File: config.mk
export PLATFORM = sky130hd
export DESIGN_NAME = pcie_descrambler
export DESIGN_NICKNAME = d
export VERILOG_FILES = /design/src/rtl/pcie_descrambler.sv
export SDC_FILE = /design/constraint.sdc
export NUM_CORES = 1
export LEC_CHECK = 0
export CAP_MARGIN = 5
export CORE_MARGIN = 2
export CORE_UTILIZATION = 67
export CTS_BUF_LIST = sky130_fd_sc_hd__clkbuf_2 sky130_fd_sc_hd__clkbuf_4 sky130_fd_sc_hd__clkbuf_8
export DETAILED_ROUTE_END_ITERATION = 10
export DONT_BUFFER_PORTS = 1
export GPL_TIMING_DRIVEN = 0
export PLACE_DENSITY = 0.83
export SYNTH_ARGS = -nofsm -noshare
export SYNTH_HDL_FRONTEND = slang
export SYNTH_SLANG_ARGS = --single-unit
File: constraint.sdc
create_clock -name clk_i -period 5.4 [get_ports clk_i]
set_input_delay 1.08 -clock clk_i [delete_from_list [all_inputs] [get_ports clk_i]]
set_output_delay 1.08 -clock clk_i [all_outputs]
set_load 0.01 [all_outputs]
File: src/rtl/pcie_descrambler.sv
// Purpose: PCIe Gen1/Gen2 receive descrambler for 1/2/4 symbols per cycle (LFSR x^16+x^5+x^4+x^3+1).
// Latency: 1 cycle, every output registered.
// Backpressure: none; accepts one word per cycle whenever valid_i is high.
//
// Ports:
//   clk_i, rst_ni          clock (rising edge), asynchronous active-low reset
//   valid_i/datak_i/data_len_i/indata_i  input word (byte 0 = [7:0] first in time)
//   scram_dis_i            pass D bytes unmodified while still tracking the LFSR
//   resync_i               forces the lock FSM back to UNLOCKED
//   valid_o/datak_o/data_len_o/descrambled_data_o  output word (unused lanes are 0)
//   locked_o               lock FSM is in LOCKED
//   err_o                  a valid word with illegal length (11) was dropped
module pcie_descrambler (
    input  logic        clk_i,
    input  logic        rst_ni,
    input  logic        valid_i,
    input  logic [3:0]  datak_i,
    input  logic [1:0]  data_len_i,
    input  logic [31:0] indata_i,
    input  logic        scram_dis_i,
    input  logic        resync_i,
    output logic        valid_o,
    output logic [3:0]  datak_o,
    output logic [1:0]  data_len_o,
    output logic [31:0] descrambled_data_o,
    output logic        locked_o,
    output logic        err_o
);

    localparam logic [15:0] LFSR_SEED = 16'hFFFF;
    localparam logic [7:0]  SYM_COM   = 8'hBC;
    localparam logic [7:0]  SYM_SKP   = 8'h1C;

    typedef enum logic {
        UNLOCKED = 1'b0,
        LOCKED   = 1'b1
    } state_t;

    state_t      state;
    state_t      state_nxt;
    logic [15:0] lfsr;
    logic [15:0] lfsr_nxt;
    logic [31:0] data_nxt;
    logic [3:0]  datak_nxt;
    logic [3:0]  lane_en;
    logic        len_bad;
    logic        com_seen;

    // Eight serial LFSR steps: returns {key byte (first step in bit 0), next LFSR}.
    function automatic logic [23:0] step8(input logic [15:0] s);
        logic [15:0] r;
        logic [7:0]  k;
        r = s;
        k = 8'h00;
        for (int b = 0; b < 8; b++) begin
            k[b] = r[15];
            r    = {r[14:0], 1'b0} ^ (r[15] ? 16'h0039 : 16'h0000);
        end
        return {k, r};
    endfunction

    always_comb begin
        lane_en = 4'b0000;
        case (data_len_i)
            2'b00:   lane_en = 4'b0001;
            2'b01:   lane_en = 4'b0011;
            2'b10:   lane_en = 4'b1111;
            default: lane_en = 4'b0000;
        endcase
    end

    assign len_bad = (data_len_i == 2'b11);

    // Lanes are chained: each lane starts from the LFSR left by the previous
    // lane, and a COM locks the remaining lanes of the same word.
    always_comb begin
        logic        lk;
        logic [15:0] l;
        logic [23:0] st;
        logic [7:0]  b;
        lk        = (state == LOCKED);
        l         = lfsr;
        st        = 24'h0;
        b         = 8'h00;
        data_nxt  = 32'h0;
        datak_nxt = 4'h0;
        com_seen  = 1'b0;
        for (int i = 0; i < 4; i++) begin
            if (lane_en[i]) begin
                b            = indata_i[8*i +: 8];
                datak_nxt[i] = datak_i[i];
                st           = step8(l);
                if (datak_i[i]) begin
                    data_nxt[8*i +: 8] = b;
                    if (b == SYM_COM) begin
                        l        = LFSR_SEED;
                        lk       = 1'b1;
                        com_seen = 1'b1;
                    end else if (b != SYM_SKP) begin
                        l = st[15:0];
                    end
                end else begin
                    data_nxt[8*i +: 8] = (lk && !scram_dis_i) ? (b ^ st[23:16]) : b;
                    l = st[15:0];
                end
            end
        end
        lfsr_nxt = l;
    end

    // resync wins over a COM in the same word; the LFSR reseed still happens.
    always_comb begin
        state_nxt = state;
        if (valid_i && !len_bad && com_seen) begin
            state_nxt = LOCKED;
        end
        if (resync_i) begin
            state_nxt = UNLOCKED;
        end
    end

    always_ff @(posedge clk_i or negedge rst_ni) begin
        if (!rst_ni) begin
            state              <= UNLOCKED;
            lfsr               <= LFSR_SEED;
            valid_o            <= 1'b0;
            datak_o            <= 4'h0;
            data_len_o         <= 2'b00;
            descrambled_data_o <= 32'h0;
            locked_o           <= 1'b0;
            err_o              <= 1'b0;
        end else begin
            state    <= state_nxt;
            locked_o <= (state_nxt == LOCKED);
            valid_o  <= valid_i && !len_bad;
            err_o    <= valid_i && len_bad;
            if (valid_i && !len_bad) begin
                lfsr               <= lfsr_nxt;
                datak_o            <= datak_nxt;
                data_len_o         <= data_len_i;
                descrambled_data_o <= data_nxt;
            end
        end
    end

endmodule

* Yosys cells after proc, flatten, opt, wreduce, memory -nomap -nowiden *
Cells that the tools add are included.

word-level totals
  bits in registers = 57
  logic and storage cells = 153
  output and inout port bits = 41
  input bits = 43

operators by class
  mux-type cells = 88
  reductions and logical operators = 11
  bitwise logic cells = 36
  equality and inequality tests = 11

operator list
  cell                  number
  $xor A16 B6 Y16       32
  $mux W16              16
  $mux W6               32
  $mux W8               12
  $eq A8 B8 Y1 const B  4
  $ne A8 B5 Y1 const B  4
  $xor A8 B8 Y8         4
  $mux W1               27
  $pmux W4 S3           1
  $logic_and A1 B1 Y1   7
  $eq A2 B2 Y1 const B  2
  $eq A2 B1 Y1 const B  1
  $logic_not A1 Y1      2
  $logic_not A2 Y1      1
  $reduce_bool A2 Y1    1

* Longest topological paths before layout *
Gate-level depths: netlist (run 1).

  word-level depth = 80
  mapped depth = 16
  gate-level depth less buffers = 14

* Worst setup path before layout (run 1) *
No wires, ideal clock.

  path type = in2reg
  start point = input data_len_i[0]
  end point = register lfsr[7]
  data required time = 5.320 ns
  library setup time = 0.080 ns
  arrival time = 4.175 ns
  buffers on the path = 1
  stages = 12
  slack = 1.146 ns
  cells stage by stage = ha_1 > clkbuf_1 > mux2_2 > o22ai_2 > nand3_1 > a21o_1 > a311o_4 > o22ai_2 > xnor2_2 > xnor2_1 > or3_1 > a32o_1

between the ends
  cells in the longest elaborated chain, start to end = 41
  elaborated cells on any way between the ends = 62
  those cells by class = eq/ne: 3; mux: 32; bitwise: 24; reduce/logical: 3

RTL lines
  what                                                     RTL line  source
  start: declaration                                       18        input logic [1:0] data_len_i,
  $eq A2 B2 Y1, or another cell as far along               64        case (data_len_i)
  $pmux W4 S3                                              64
  $mux W16                                                 89        if (lane_en[i]) begin
  $mux W6 or $xor A16 B6 Y16 (tied branches)               57        r = {r[14:0], 1'b0} ^ (r[15] ? 16'h0039 : 16'h0000);
  $xor A16 B6 Y16 (2 in a row)                             57
  $xor A16 B6 Y16 or $mux W6 (tied branches) (5 in a row)  57
  $xor A16 B6 Y16 or $mux W16 (tied branches)              57, 99
  $mux W16, on equally long branches                       99, 95
  [... 15 more ...]                                        -
  $mux W6 or $xor A16 B6 Y16 (tied branches)               57
  $xor A16 B6 Y16 (2 in a row)                             57
  $xor A16 B6 Y16 or $mux W6 (tied branches) (3 in a row)  57
  $xor A16 B6 Y16 (3 in a row)                             57
  $mux W16                                                 99        end else if (b != SYM_SKP) begin
  $mux W16                                                 95        if (b == SYM_COM) begin
  $mux W16                                                 93        if (datak_i[i]) begin
  $mux W16                                                 89
  end signal: assignment                                   138       lfsr <= lfsr_nxt;
  end: declaration                                         41        logic [15:0] lfsr;

Several ways; a longest one is shown, not always the timed one.
A chain may end at the register's enable or synchronous reset.

* Worst setup path after layout (run 1) *
Same ends and word-level chain as after synthesis.

==> run_results.csv, run 1 <==
group,metric,value,unit
outcome,status,"complete, no violations",
power_and_ir_drop,p_sw,0.00249,W
logic_synthesis,ys_seq_area_frac,0.277,
grt,grt_pass1_vias,4974,
power_and_ir_drop,power_frac_clock,0.097,
floorplan,dieArea,0.00852,mm2
final_layout,fillCellCount,617,
logic_synthesis,ys_types,89,
timing,fin_ws,0.787,ns
grt,grt_start_max_net_pins,58,
timing,skew,0.00763,ns
timing,max_freq,217,MHz
place,port_buffers,0,
timing,finalSetupTns,0,ns
floorplan,start_util,0.684,
worst_setup_path,cp-end-kind,"flop",
timing,slew_viol_final,0,
power_and_ir_drop,internal_power,0.00245,W
timing,max_slew.worst_pin.slew,1.18,ns
worst_setup_path,cp_num_buf_inv,1,
power_and_ir_drop,p_leak,2.13,nW
worst_setup_path,startpoint_type,"input port",
timing,setup-violations-final,0,
clock_tree,cts.clk_slew.worst_paths,0.08,ns
routing,drt_pass1_iterations,6,
routing,num_vias,5051,
power_and_ir_drop,p_seq_frac,0.131,
floorplan,core_area,0.00765,mm2
timing,maxSlewHeadroom,0.201,
worst_setup_path,rrSetupSlack,1.42,ns
floorplan,pin_count,84,
routing,drc,0,
routing,drt-wirelength-per-cell,22.8,um
logic_synthesis,synthFlopType,"dfrtp_1",
routing,wl,16.9,mm
clock_tree,h-tree-depth,3,
logic_synthesis,synth_area_per_cell,8.40,um2
logic_synthesis,ys_ff_latch,57,
logic_synthesis,synthesis.nets,667,
power_and_ir_drop,comb_power_share,0.773,
final_layout,nets,678,
worst_setup_path,worstPathCellList,"ha_1 > clkbuf_1 > mux2_2 > o22ai_2 > nor2_1 > a211oi_2 > xor2_1 > xnor2_1 > o22ai_2 > xnor2_2 > xnor2_1 > or3_1 > a32o_1",
min_path,hold_path_class,"in -> async",
logic_synthesis,synthesis.instances,622,
grt,antenna_found_initial,0,
worst_setup_path,critPathArrivalTime,4.90,ns
worst_setup_path,reg2reg_depth,13,
worst_setup_path,crit_fanout,10,
routing,first_iter_violations,529,
grt,grt_usage,0.400,
logic_synthesis,synth_edf_count,0,
clock_tree,clockBufferDepth,2,
routing,ant_nets,0,
timing,rsz0062_at_grt,"false",
final_layout,drive_gt1_frac,0.141,
worst_setup_path,cp.depth,13,
clock_tree,clk_latency,0.36,ns
logic_synthesis,async_flop_share,1.00,
worst_setup_path,worstSetupPathType,"in -> reg",
routing,viasPerCell,6.83,
worst_setup_path,worstReg2RegStart,"lfsr[15]$_DFFE_PN1P_",
final_layout,syn2layout_area_growth,6.80,%
logic_synthesis,yosys_warnings,0,
worst_setup_path,cpPeakStageDelay,0.56,ns
power_and_ir_drop,finalPower,0.00495,W
floorplan,row_count,32,
clock_tree,cts_sinks,57,
floorplan,dieWidth,92.3,um
worst_setup_path,r2r-end,"lfsr[7]$_DFFE_PN1P_",
timing,hold_viol_final,0,
clock_tree,cts_tree,"built",
clock_tree,cts_root_buf,"clkbuf_8",
place,place_ws,0.535,ns
final_layout,antenna-diode-count,0,
place,dp_hpwl,12.3,mm
logic_synthesis,netlist_area,0.00523,mm2
grt,grt_overflow,0,
timing,period_share,0.854,
floorplan,fp.dieH,92.3,um
power_and_ir_drop,ir_worst_vdd,0.000709,V
grt,grt_pass1_wl,26.2,mm
clock_tree,post_cts_buffers,0,
worst_setup_path,crit_family,"compound AO/OA/AOI/OAI gates",
timing,fin_crit,4.61,ns
clock_tree,cts_buffers,9,
flow_run,max_cap_viol_count,0,
clock_tree,ctsResizeCount,0,
place,gp_congestion,0.979,
worst_setup_path,worst_path_max_delay_cell,"a211oi_2",
clock_tree,hold_buffers,0,
worst_setup_path,worstPathRequired,5.69,ns
power_and_ir_drop,p_sw_frac,0.504,
power_and_ir_drop,p_per_area,886,mW/mm2
[per-stage QoR]
stage | std cells | hold WS (ns) | utilization | cell area [um2]
5_1_grt | 740 | 0.400 | 0.730 | 5580
2_1_floorplan | 622 | 0.466 | - | 5230
4_1_cts | 740 | 0.406 | 0.730 | 5580
3_3_place_gp | 724 | 0.487 | 0.700 | 5360
6_report | 740 | 0.402 | 0.730 | 5580
3_5_place_dp | 724 | 0.492 | 0.700 | 5360
[cells by family after synthesis]
group,share of synthesized area
adders and majority gates,0.00479
and+or+nand+nor,0.224
xor gates and xnor gates,0.208
DFF,0.277
buffers and inverters,0.0383
muxes,0.0120
AOI/OAI and AO/OA,0.236
[cell type report]
type	count	area, um2	area share
clock buffer	9	124	0.0222
buffer	39	178	0.0318
tap	102	128	0.0229
inverter	6	22.5	0.00403
clock inverter	7	104	0.0186
multi-input combinational	520	3580	0.641
sequential	57	1450	0.259
[registers in the layout, indices dropped and copies added (netlist names)]
signal and flops:
descrambled_data_o 32, valid_o 1, lfsr 16, datak_o 4, state 1, data_len_o 2, err_o 1
[power groups by stage]
| stage | clock [W] | combinational (W) | sequential [W] |
|---|---|---|---|
| global placement | 0 | 0.00362 | 0.000645 |
| CTS | 0.000477 | 0.00371 | 0.000643 |
| floorplan | 0 | 0.00300 | 0.000622 |
| detailed placement | 0 | 0.00368 | 0.000650 |
| finish | 0.000479 | 0.00382 | 0.000646 |
| global route | 0.000493 | 0.00404 | 0.000654 |
[worst max-delay path by stage]
stage / end / slack [ns] / startpoint
final: lfsr[7]$_DFFE_PN1P_ / 0.79 / data_len_i[0]
after global routing: lfsr[7]$_DFFE_PN1P_ / 0.60 / data_len_i[0]
after CTS: lfsr[7]$_DFFE_PN1P_ / 0.88 / data_len_i[0]
after detailed placement: lfsr[7]$_DFFE_PN1P_ / 0.54 / data_len_i[0]
after global placement: lfsr[7]$_DFFE_PN1P_ / 0.55 / data_len_i[0]
after floorplan: lfsr[7]$_DFFE_PN1P_ / 1.15 / data_len_i[0]
[per-layer routing]
| layer | GRT usage | wire (um) |
|---|---|---|
| met5 | 0 | 0 |
| met4 | 0.185 | 612 |
| met3 | 0.0895 | 1750 |
| met2 | 0.656 | 8120 |
| met1 | 0.502 | 6420 |
[Yosys cell counts, types with 3 or more instances]
cell type	count	area share
a211oi_1	8	0.011
buf_4	3	0.0043
o21ai_1	3	0.0029
o32a_1	4	0.0077
o22ai_2	3	0.0072
o22ai_1	9	0.011
a22oi_1	4	0.0057
and2_1	6	0.0072
nor2b_1	6	0.0072
buf_1	7	0.0050
a21o_1	3	0.0043
a32oi_1	4	0.0067
and4b_1	3	0.0057
nand2_1	93	0.067
dfstp_2	16	0.080
nor3_2	3	0.0057
xnor2_1	69	0.12
xnor2_2	5	0.016
o21ai_0	58	0.056
nor4_1	4	0.0048
nand3_1	13	0.012
mux2i_1	4	0.0077
o211ai_1	4	0.0057
dfrtp_1	41	0.20
xor2_1	30	0.050
or3_1	7	0.0084
nor2_1	60	0.043
o32ai_1	5	0.0084
a21oi_1	20	0.019
clkbuf_1	18	0.013
a31oi_1	3	0.0036
buf_2	10	0.0096
nand2b_1	6	0.0072
inv_1	6	0.0043
nor3_1	10	0.0096
o221ai_1	3	0.0050
[cell usage in the layout (no fill, tap or decap), types with 6 or more instances in the layout]
cell      instances
a211oi_1          8
a21oi_1          20
and2_1            6
buf_1             7
buf_2            10
clkbuf_1         18
clkbuf_8          9
dfrtp_1          41
dfstp_2          16
inv_1             6
nand2_1          93
nand2b_1          6
nand3_1          13
nor2_1           60
nor2b_1           6
nor3_1           10
o21ai_0          58
o22ai_1           9
or3_1             7
xnor2_1          69
xor2_1           30
(Power assumes the default switching activity.)
==> run 2: changes to the inputs <==
--- a/config.mk
+++ b/config.mk
@@ -7,12 +7,11 @@
 export LEC_CHECK = 0
 export CAP_MARGIN = 5
 export CORE_MARGIN = 2
-export CORE_UTILIZATION = 67
+export CORE_UTILIZATION = 45
 export CTS_BUF_LIST = sky130_fd_sc_hd__clkbuf_2 sky130_fd_sc_hd__clkbuf_4 sky130_fd_sc_hd__clkbuf_8
 export DETAILED_ROUTE_END_ITERATION = 10
 export DONT_BUFFER_PORTS = 1
 export GPL_TIMING_DRIVEN = 0
-export PLACE_DENSITY = 0.83
 export SYNTH_ARGS = -nofsm -noshare
 export SYNTH_HDL_FRONTEND = slang
 export SYNTH_SLANG_ARGS = --single-unit
==> run_results.csv, run 2 (synthesized netlist as in run 1, its figures left out) <==
group,metric,value,unit
outcome,status,"complete, no violations",
grt,grt_overflow,0,
worst_setup_path,reg2reg_depth,13,
clock_tree,cts_tree,"built",
timing,maxSlewHeadroom,0.258,
grt,grt_pass1_vias,4763,
place,place_ws,0.413,ns
timing,hold_viol_final,0,
routing,drt-wirelength-per-cell,22.1,um
clock_tree,cts.clk_slew.worst_paths,0.08,ns
final_layout,syn2layout_area_growth,6.68,%
worst_setup_path,crit_fanout,10,
flow_run,max_cap_viol_count,0,
final_layout,final_util,0.490,
worst_setup_path,r2r-end,"lfsr[7]$_DFFE_PN1P_",
final_layout,antenna-diode-count,0,
routing,wl,17.3,mm
timing,max_slew.worst_pin.slew,1.10,ns
timing,max_freq,214,MHz
clock_tree,clk_latency,0.37,ns
timing,finalSetupTns,0,ns
floorplan,fp.dieH,112,um
place,dp_hpwl,13.2,mm
routing,ant_nets,0,
routing,first_iter_violations,342,
clock_tree,cts_root_buf,"clkbuf_8",
floorplan,dieWidth,112,um
timing,setup-violations-final,0,
grt,grt_start_max_net_pins,58,
floorplan,pin_count,84,
final_layout,top_register,"descrambled_data_o",
floorplan,core_area,0.0114,mm2
timing,skew,0.0102,ns
grt,grt_usage,0.278,
place,gp_congestion,0.973,
timing,fin_crit,4.67,ns
worst_setup_path,startpoint_type,"input port",
power_and_ir_drop,p_per_area,864,mW/mm2
timing,fin_ws,0.732,ns
timing,rsz0062_at_grt,"false",
clock_tree,cts_buffers,9,
worst_setup_path,cpPeakStageDelay,0.62,ns
power_and_ir_drop,p_leak,2.10,nW
routing,viasPerCell,6.13,
final_layout,final_cell_mix,"nand2_1, xnor2_1, nor2_1",
final_layout,largest_reg_flops,32,
timing,slew_viol_final,0,
routing,num_vias,4789,
clock_tree,post_cts_buffers,0,
final_layout,reg_top3,"descrambled_data_o: 32 flops, lfsr: 16 flops, datak_o: 4 flops",
worst_setup_path,worstPathCellList,"ha_1 > clkbuf_1 > mux2_2 > o22ai_2 > nor2_1 > a211oi_2 > xor2_1 > xnor2_1 > o22ai_2 > xnor2_2 > xnor2_1 > or3_1 > a32o_1",
floorplan,row_count,39,
clock_tree,hold_buffers,0,
worst_setup_path,worst_path_max_delay_cell,"a211oi_2",
worst_setup_path,worstSetupPathType,"in -> reg",
final_layout,layout.cells.most_common,"nand2_1",
final_layout,drive_gt1_frac,0.141,
timing,period_share,0.864,
clock_tree,cts_sinks,57,
routing,drt_pass1_iterations,5,
clock_tree,clockBufferDepth,2,
worst_setup_path,rrSetupSlack,1.33,ns
final_layout,nets,678,
floorplan,dieArea,0.0125,mm2
clock_tree,ctsResizeCount,0,
power_and_ir_drop,ir_worst_vdd,0.000540,V
timing,whs,0.407,ns
min_path,hold_path_class,"in -> async",
routing,drc,0,
power_and_ir_drop,finalPower,0.00482,W
worst_setup_path,worstPathRequired,5.70,ns
worst_setup_path,worstReg2RegStart,"lfsr[10]$_DFFE_PN1P_",
place,port_buffers,0,
grt,grt_pass1_wl,27.0,mm
worst_setup_path,cp-end-kind,"flop",
grt,antenna_found_initial,0,
clock_tree,h-tree-depth,3,
worst_setup_path,critPathArrivalTime,4.96,ns
floorplan,start_util,0.460,
==> run 2: cell count changes in the layout (fill, tap and decap cells not counted), sizes merged <==
cell,previous run,this run
bufinv,2,0
clkinvlp,2,3
clkinv,2,3
==> run 2: worst max-delay path, delay by kind of cell <==
family          cells  cell delay (ns)
compound gates      4             1.65
xor+xnor            4             0.62
fa+ha+maj           1             0.33
buf+inv             1             0.45
mux                 1             0.40
simple gates        2             0.42
==> run 2: metrics by stage <==
step,instances,instance area (um2)
floorplan,622,5230
global placement,765,5410
detailed placement,765,5410
CTS,781,5580
global route,781,5580
finish,781,5580
==> run 2: how the worst max path moves through the flow <==
stage,start,end,slack [ns]
4_1_cts,data_len_i[0],lfsr[7]$_DFFE_PN1P_,0.79
3_5_place_dp,data_len_i[0],lfsr[7]$_DFFE_PN1P_,0.41
6_report,data_len_i[0],lfsr[7]$_DFFE_PN1P_,0.73
5_1_grt,data_len_i[0],lfsr[7]$_DFFE_PN1P_,0.57
3_3_place_gp,data_len_i[0],lfsr[10]$_DFFE_PN1P_,0.42
2_1_floorplan,data_len_i[0],lfsr[7]$_DFFE_PN1P_,1.15
==> run 2: metal layers <==
metal	GRT usage	vias to the layer above	part of all wire
met2	0.448	210	0.47
li1	-	2220	-
met5	0	-	0
met1	0.366	2327	0.43
met3	0.0593	32	0.078
met4	0.111	0	0.028
==> run 2: final cells by class <==
type | instances | area (um2)
tap | 143 | 179
clock buffer | 9 | 124
sequential | 57 | 1450
fill | 1141 | 5790
inverter | 6 | 22.5
clock inverter | 7 | 46.3
buffer | 39 | 178
multi-input combinational | 520 | 3580
==> run 2: where the power goes <==
group	switching (W)	internal, W	leakage [nW]
registers	0.0000885	0.000560	0.703
logic	0.00218	0.00163	1.32
clock network	0.000195	0.000165	0.0814
